## config.mk

```make
export PLATFORM = sky130hd
export DESIGN_NAME = rr_arbiter_dataless
export DESIGN_NICKNAME = d
export VERILOG_FILES = /design/src/rtl/rr_arbiter_dataless.sv
export SDC_FILE = /design/constraint.sdc
export NUM_CORES = 1
export LEC_CHECK = 0
export BUFFER_PORTS_ARGS = -buffer_cell sky130_fd_sc_hd__buf_4
export CORE_AREA = 2 2 39 41
export CTS_BUF_LIST = sky130_fd_sc_hd__clkbuf_2 sky130_fd_sc_hd__clkbuf_4 sky130_fd_sc_hd__clkbuf_8
export DETAILED_ROUTE_END_ITERATION = 7
export DIE_AREA = 0 0 41 43
export PLACE_DENSITY_LB_ADDON = 0.25
export SETUP_SLACK_MARGIN = 0.02
export SYNTH_ARGS = -nofsm -noshare
export SYNTH_HDL_FRONTEND = slang
export SYNTH_SLANG_ARGS = --single-unit
```

## constraint.sdc

```tcl
create_clock -name clk_i -period 3.45 [get_ports clk_i]
set_clock_uncertainty 0.15 [all_clocks]
set_input_delay 0.69 -clock clk_i [delete_from_list [all_inputs] [get_ports clk_i]]
set_output_delay 0.69 -clock clk_i [all_outputs]
set_load 0.02 [all_outputs]
```

## src/rtl/rr_arbiter_dataless.sv

```systemverilog
// rr_arbiter_dataless
//   Round-robin arbiter sharing one dataless valid/ready channel among
//   NUM_INPUTS requesters. The winning input's index travels with the token.
//   Once an offer is stalled, it is held unchanged until it transfers.
//
//   state   | meaning
//   --------+---------------------------------------------------------------
//   IDLE    | winner chosen combinationally, scanning from ptr upward
//   LOCKED  | offer stalled; lock_idx held until its token transfers
//
// Ports
//   clk_i         clock, rising edge
//   rst_i         synchronous active-high reset; forces all outputs to 0
//   ins_valid_i   per-requester valid
//   ins_ready_o   per-requester ready, at most one bit high
//   outs_valid_o  shared channel valid
//   outs_ready_i  shared channel ready from the consumer
//   index_o       id of the input currently offered
module rr_arbiter_dataless #(
  parameter int NUM_INPUTS  = 4,
  parameter int INDEX_WIDTH = 2
) (
  input  logic                   clk_i,
  input  logic                   rst_i,
  input  logic [NUM_INPUTS-1:0]  ins_valid_i,
  output logic [NUM_INPUTS-1:0]  ins_ready_o,
  output logic                   outs_valid_o,
  input  logic                   outs_ready_i,
  output logic [INDEX_WIDTH-1:0] index_o
);

  typedef enum logic {S_IDLE = 1'b0, S_LOCKED = 1'b1} state_e;

  state_e                 state_q, state_d;
  logic [INDEX_WIDTH-1:0] ptr_q, ptr_d;
  logic [INDEX_WIDTH-1:0] lock_idx_q, lock_idx_d;

  logic [INDEX_WIDTH-1:0] win_idx;
  logic [INDEX_WIDTH-1:0] sel_idx;
  logic                   sel_valid;
  logic                   xfer;

  // Position of the requester 'off' steps after 'base', wrapping at NUM_INPUTS.
  function automatic int rot_pos(input logic [INDEX_WIDTH-1:0] base, input int off);
    int s;
    s = int'(base) + off;
    return (s >= NUM_INPUTS) ? s - NUM_INPUTS : s;
  endfunction

  // Wrap at NUM_INPUTS-1, not at the natural 2^INDEX_WIDTH boundary.
  function automatic logic [INDEX_WIDTH-1:0] inc_wrap(input logic [INDEX_WIDTH-1:0] idx);
    return (int'(idx) >= NUM_INPUTS - 1) ? '0 : idx + INDEX_WIDTH'(1);
  endfunction

  // Scan from the farthest offset down so the nearest valid one to ptr wins.
  always_comb begin
    win_idx = '0;
    for (int k = NUM_INPUTS - 1; k >= 0; k--) begin
      if (ins_valid_i[rot_pos(ptr_q, k)]) begin
        win_idx = INDEX_WIDTH'(rot_pos(ptr_q, k));
      end
    end
  end

  always_comb begin
    sel_idx   = (state_q == S_LOCKED) ? lock_idx_q : win_idx;
    sel_valid = (state_q == S_LOCKED) ? ins_valid_i[lock_idx_q] : |ins_valid_i;
    xfer      = sel_valid & outs_ready_i;
  end

  always_ff @(posedge clk_i) begin
    if (rst_i) begin
      state_q    <= S_IDLE;
      ptr_q      <= '0;
      lock_idx_q <= '0;
    end else begin
      state_q    <= state_d;
      ptr_q      <= ptr_d;
      lock_idx_q <= lock_idx_d;
    end
  end

  always_comb begin
    state_d    = state_q;
    ptr_d      = ptr_q;
    lock_idx_d = lock_idx_q;
    unique case (state_q)
      S_IDLE: begin
        if (xfer) begin
          ptr_d = inc_wrap(win_idx);
        end else if (sel_valid) begin
          state_d    = S_LOCKED;
          lock_idx_d = win_idx;
        end
      end
      S_LOCKED: begin
        if (xfer) begin
          ptr_d   = inc_wrap(lock_idx_q);
          state_d = S_IDLE;
        end
      end
      default: state_d = S_IDLE;
    endcase
  end

  always_comb begin
    ins_ready_o  = '0;
    outs_valid_o = 1'b0;
    index_o      = '0;
    if (!rst_i) begin
      outs_valid_o         = sel_valid;
      index_o              = sel_idx;
      ins_ready_o[sel_idx] = outs_ready_i;
    end
  end

  // A held requester must keep its valid up until its token transfers.
  a_lock_valid_held: assert property (
    @(posedge clk_i) disable iff (rst_i)
    (state_q == S_LOCKED) |-> ins_valid_i[lock_idx_q]
  );

endmodule

```

Yosys cells after proc, flatten, opt, wreduce, memory -nomap -nowiden
Index checks and enable logic that the tools add are counted.
{"block": "word_totals", "regBits": 5, "input_bits": 7, "out_inout_bits": 7, "elab_cells": 73}
{"block": "classes", "addsub": 9, "order_cmp": 13, "n_eq_ne": 2, "mux": 38, "bitwise_logic": 4, "reduce_logical": 4}
{"operator": "$lt 32x4->1 const B", "count": 4}
{"operator": "$mux 32", "count": 4}
{"operator": "$mux 2", "count": 10}
{"operator": "$mux 1", "count": 15}
{"operator": "$sub 3x3->4 const B", "count": 3}
{"operator": "$bmux 1 s2", "count": 5}
{"operator": "$ge 3x3->1 const B", "count": 3}
{"operator": "$add 2x2->3 const B", "count": 2}
{"operator": "$lt 2x3->1 const B", "count": 2}
{"operator": "$add 2x1->2 const B", "count": 2}
{"operator": "$and 4x4->4", "count": 1}
{"operator": "$ge 2x2->1 const B", "count": 2}
{"operator": "$mux 4", "count": 1}
{"operator": "$pmux 2 s2", "count": 1}
{"operator": "$reduce_or 4->1", "count": 1}
{"operator": "$sub 2x3->4 const B", "count": 1}
{"operator": "$add 2x1->3 const B", "count": 1}
{"operator": "$ge 2x3->1 const B", "count": 1}
{"operator": "$reduce_and 3->1", "count": 1}
{"operator": "$demux 1 s2", "count": 1}
{"operator": "$ge 2x1->1 const B", "count": 1}
{"operator": "$ne 2x1->1 const B", "count": 1}
{"operator": "$ne 2x2->1 const B", "count": 1}
{"operator": "$not 1->1", "count": 2}
{"operator": "4 further kinds", "count": 4}

Longest topological paths before layout
{"block": "depth", "word_depth": 17, "mapped_depth": 4, "mapped_depth_nobuf": 4}

Worst setup path after synthesis
OpenSTA, ideal clock, no wires.
{"block": "synth_timing", "path_type": "input to output", "from": "in ins_valid_i[2]", "to": "out ins_ready_o[1]", "arrival_time_ns": 1.928, "required_time_ns": 2.610, "slack_ns": 0.682, "cell_stages": 4, "path_buffers": 0, "cell_sequence": "nor2b_1 a221o_1 a31oi_2 nor3b_1"}
{"block": "synth_via", "elab_chain_len": 14, "word_cells_on_any_way": 24, "cone_classes": "2 x order compare; 20 x mux; 1 x bitwise; 1 x reduce/logical"}
{"item": "start: declaration", "line": "25", "source": "input logic [NUM_INPUTS-1:0] ins_valid_i,"}
{"item": "$bmux 1 s2", "line": "59", "source": "if (ins_valid_i[rot_pos(ptr_q, k)]) begin"}
{"item": "$mux 1 (not written as such) (2 in a row)", "line": "59"}
{"item": "$mux 2 (3 in a row)", "line": "59"}
{"item": "$mux 2 *", "line": "59"}
{"item": "$mux 2 *", "line": "66", "source": "sel_idx = (state_q == S_LOCKED) ? lock_idx_q : win_idx;"}
{"item": "$lt 2x3->1 (not written as such) or $ge 2x1->1 (tied branches)", "line": "113", "source": "ins_ready_o[sel_idx] = outs_ready_i;"}
{"item": "$logic_and 1x1->1 (not written as such)", "line": "113"}
{"item": "$mux 1 (not written as such)", "line": "113"}
{"item": "$demux 1 s2 *", "line": "113"}
{"item": "$and 4x4->4 (no line) *"}
{"item": "$mux 4 *", "line": "110", "source": "if (!rst_i) begin"}
{"item": "end: declaration", "line": "26", "source": "output logic [NUM_INPUTS-1:0] ins_ready_o,"}
Every way passes the cells marked *; elsewhere a longest branch is shown, timed or not. The select of a mux whose other input is x is not followed.

Worst setup path after layout
Ends and elaborated chain as after synthesis.

==> report_table.html <==
<table>
<tr><th>Metric</th><th>Value</th></tr>
<tr><th colspan="2">Outcome</th></tr>
<tr><td>Result of the run</td><td>finished clean</td></tr>
<tr><th colspan="2">Synthesis</th></tr>
<tr><td>Ranking of synthesized cells by instance count</td><td>nor2_1, a21oi_1, dfxtp_1, nand2_1, o21ai_0</td></tr>
<tr><td>Synth async-reset ratio</td><td>0</td></tr>
<tr><td>Avg Cell Area, Syn</td><td>7.41 sq um</td></tr>
<tr><td>Dominant cell by count in the synthesized netlist</td><td>nor2_1</td></tr>
<tr><td>Synth top area cells</td><td>dfxtp_1, nor2_1, mux4_1</td></tr>
<tr><td>Fraction of synthesized cell area taken by the top area cell type</td><td>0.214</td></tr>
<tr><td>Flip-flop and latch count after synthesis</td><td>5</td></tr>
<tr><td>EDFF count, synth</td><td>0</td></tr>
<tr><td>Netlist Area Pre-Place</td><td>approximately 470 sq um</td></tr>
<tr><td>Top_reg_cell synth</td><td>dfxtp_1</td></tr>
<tr><td>Count of warnings emitted by yosys</td><td>0</td></tr>
<tr><td>Sequential cell area fraction in the yosys report</td><td>0.214</td></tr>
<tr><td>Post-synth net total</td><td>70</td></tr>
<tr><td>Cell taking the most area after synthesis</td><td>dfxtp_1</td></tr>
<tr><td>Synth Instances</td><td>63</td></tr>
<tr><td>Count of different cell masters after synthesis</td><td>29</td></tr>
<tr><th colspan="2">Power</th></tr>
<tr><td>Internal power summed over all cells</td><td>between 100 and 150 uW</td></tr>
<tr><td>Part of the power in combinational logic</td><td>0.321</td></tr>
<tr><td>Sequential share of power</td><td>0.318</td></tr>
<tr><td>Pleak</td><td>~0.00024 uW</td></tr>
<tr><td>VDD IR-drop max</td><td>0.147 mV</td></tr>
<tr><td>Power density relative to cell area</td><td>~350 mW/mm^2</td></tr>
<tr><td>Sw Ratio</td><td>0.324</td></tr>
<tr><td>Switching power</td><td>around 70 uW</td></tr>
<tr><td>Share of total power in the clock network</td><td>0.361</td></tr>
<tr><th colspan="2">Detailed routing</th></tr>
<tr><td>Vias</td><td>526</td></tr>
<tr><td>Antenna violation net count after detailed routing</td><td>0</td></tr>
<tr><td>Vias per cell</td><td>roughly 5.5</td></tr>
<tr><td>Final routed wire length divided by cell count</td><td>12.4 microns</td></tr>
<tr><td># DRC</td><td>0</td></tr>
<tr><td>Wire length after detailed routing</td><td>1180 microns</td></tr>
<tr><td>TritonRoute pass-1 iters</td><td>4</td></tr>
<tr><td>Number of DRC markers after the initial detailed-route iteration</td><td>18</td></tr>
<tr><th colspan="2">Layout</th></tr>
<tr><td>Fraction of layout cells with a size suffix above 1</td><td>0.253</td></tr>
<tr><td>Final net count</td><td>87</td></tr>
<tr><td>Final cell count without fillers</td><td>95</td></tr>
<tr><td>Synthesis-to-layout area growth</td><td>30.8%</td></tr>
<tr><td>Ant diodes</td><td>0</td></tr>
<tr><th colspan="2">CTS</th></tr>
<tr><td>Clock H-tree levels</td><td>1</td></tr>
<tr><td>Number of buffers inserted by hold repair at cts</td><td>0</td></tr>
<tr><td>Buffers inserted by post-CTS timing repair</td><td>0</td></tr>
<tr><td>Post-CTS sizing</td><td>0</td></tr>
<tr><td>Number of clock buffers inserted by TritonCTS</td><td>3</td></tr>
<tr><td>Number of clock sinks seen by CTS</td><td>5</td></tr>
<tr><td>CTS tree</td><td>built</td></tr>
<tr><td>Clk Tree Root Cell</td><td>clkbuf_4</td></tr>
<tr><td>Clock latency of the later-clocked register in the worst-skew pair</td><td>roughly 240 ps</td></tr>
<tr><td>Clock-pin slew reported for the worst setup and hold paths after clock tree synthesis</td><td>roughly 50 ps</td></tr>
<tr><td>Largest buffer count on any clock path</td><td>2</td></tr>
<tr><th colspan="2">Worst setup path</th></tr>
<tr><td>Capturing element type of the critical path</td><td>primary output</td></tr>
<tr><td>Crit path DAT</td><td>about 2000 ps</td></tr>
<tr><td>Worst Reg2Reg Path Length in Cells</td><td>4</td></tr>
<tr><td>Critical path peak fanout</td><td>9</td></tr>
<tr><td>Crit path launch type</td><td>input port</td></tr>
<tr><td>Critical path data required time</td><td>approximately 2600 ps</td></tr>
<tr><td>Critical path start-end classification</td><td>input port to primary output</td></tr>
<tr><th colspan="2">STA</th></tr>
<tr><td>Max-slew violations</td><td>0</td></tr>
<tr><td>Final-report setup violation count</td><td>0</td></tr>
<tr><td>TNS Setup</td><td>0 ps</td></tr>
<tr><td>Transition time at the pin with the least slew margin</td><td>between 400 and 500 ps</td></tr>
<tr><td>Final period demand of the worst path</td><td>2840 ps</td></tr>
<tr><td>Fraction of the cycle the final worst path needs</td><td>0.824</td></tr>
<tr><td>Final count of hold timing violations</td><td>0</td></tr>
<tr><td>Max Clock Freq</td><td>352 MHz</td></tr>
<tr><td>Unrepaired setup endpoints after global routing</td><td>false</td></tr>
<tr><td>Relative slew slack</td><td>0.716</td></tr>
<tr><th colspan="2">Global route</th></tr>
<tr><td>Remaining Overflow, GRT</td><td>0</td></tr>
<tr><td>Global-route wire length before repair</td><td>between 2000 and 2500 microns</td></tr>
<tr><td>Vias in the first global route</td><td>469</td></tr>
<tr><td>Global-route total usage across every layer</td><td>0.173</td></tr>
<tr><td>Antenna violations before repair</td><td>0</td></tr>
<tr><td>Largest net degree at the start of global routing</td><td>13</td></tr>
<tr><th colspan="2">Placed design</th></tr>
<tr><td>Count of input and output buffers</td><td>13</td></tr>
<tr><td>Placed Cells</td><td>91</td></tr>
<tr><td>Placer Congestion</td><td>~0.86</td></tr>
<tr><td>Detailed-placement wirelength estimate</td><td>893 microns</td></tr>
<tr><th colspan="2">Floorplanning</th></tr>
<tr><td>Area of the core</td><td>between 0.001 and 0.0015 sq mm</td></tr>
<tr><td>IO Pins</td><td>14</td></tr>
<tr><td>Starting density of the core</td><td>0.337</td></tr>
<tr><td>Total Die Area</td><td>~0.0018 sq mm</td></tr>
<tr><td>Number of standard-cell rows in the floorplan</td><td>14</td></tr>
<tr><td>Width of the die</td><td>about 40 microns</td></tr>
<tr><td>Die H</td><td>43 microns</td></tr>
<tr><th colspan="2">Hold path</th></tr>
<tr><td>Path category of the worst min-delay check</td><td>flip-flop to flip-flop</td></tr>
<tr><td>Hold path depth</td><td>2</td></tr>
<tr><th colspan="2">Job</th></tr>
<tr><td>Number of max-capacitance violations reported</td><td>0</td></tr>
</table>
==> per-stage QoR <==
step           hold WS (ps)   util  worst slack [ps]  cell area (sq um)  total power [uW]
4_1_cts                 369  0.441               592                611               219
3_3_place_gp            360  0.420               686                581               139
6_report                368  0.441               608                611               216
5_1_grt                 383  0.441               498                611               233
2_1_floorplan           317      -               682                467               113
3_5_place_dp            358  0.420               594                581               138
==> final timing paths <==
| check | slack [ps] | endpoint | start |
|---|---|---|---|
| setup / recovery | 610 | ins_ready_o[1] | ins_valid_i[2] |
| hold / removal | 370 | lock_idx_q[1] | lock_idx_q[1] |
| setup reg to reg | 1720 | ptr_q[0] | lock_idx_q[1] |
| hold reg to reg | 370 | lock_idx_q[1] | lock_idx_q[1] |
==> logic make-up (layout without fill, tap and decap cells) <==
logic type	after synthesis	after routing	synth area share
AND/OR/NAND/NOR	36	36	0.450
AO/OA/AOI/OAI	18	18	0.255
multiplexers	1	1	0.0563
buffers and inverters	3	19	0.0241
flip-flops	5	5	0.214
==> critical path, cell delays in order <==
cell and delay (ps):
buf_4 140, nor2b_1 130, a221o_1 340, a31oi_2 270, nor3b_1 250, buf_4 180
==> cell type report <==
type                            instances  area (sq um)
Fill cell                             144           773
Multi-Input combinational cell         55           355
Sequential cell                         5           100
Timing Repair Buffer                   13          97.6
Clock buffer                            4          30.0
Tap cell                               16          20.0
Inverter                                2          7.51
==> per-layer routing <==
layer	global-route usage	vias up	wire length, microns
met5	0	-	0
met4	0.0600	0	0
met3	0.0785	0	66
met2	0.231	20	560
met1	0.237	241	550
li1	-	265	-
==> cells in the final DEF (no fill, tap or decap) <==
cell type,count
a221o_1,1
o21ai_0,5
nor4_2,1
and2_1,1
o41ai_1,1
dfxtp_1,5
or3_4,1
o21a_1,1
o31ai_1,1
nand3b_1,2
a31oi_1,1
nor3_1,3
nand2_1,5
and2b_1,1
or2b_1,1
mux4_1,1
nand2b_1,4
buf_4,13
o21bai_1,1
or4_1,1
nor2_1,9
inv_1,2
nand4_1,1
a21oi_1,5
a31oi_2,1
nor2b_1,3
o31a_1,1
and4b_1,1
clkbuf_4,4
nor3b_1,2
==> power by group through the flow <==
stage          Sequential, uW  Combinational, uW  Clock [uW]
2_1_floorplan            67.6               45.2           0
3_3_place_gp             70.0               68.9           0
3_5_place_dp             69.2               69.0           0
4_1_cts                  68.4               69.4        81.4
5_1_grt                  69.3               77.0        86.8
6_report                 68.7               69.4        77.9
Note: power is estimated with default switching activity, not from simulation.
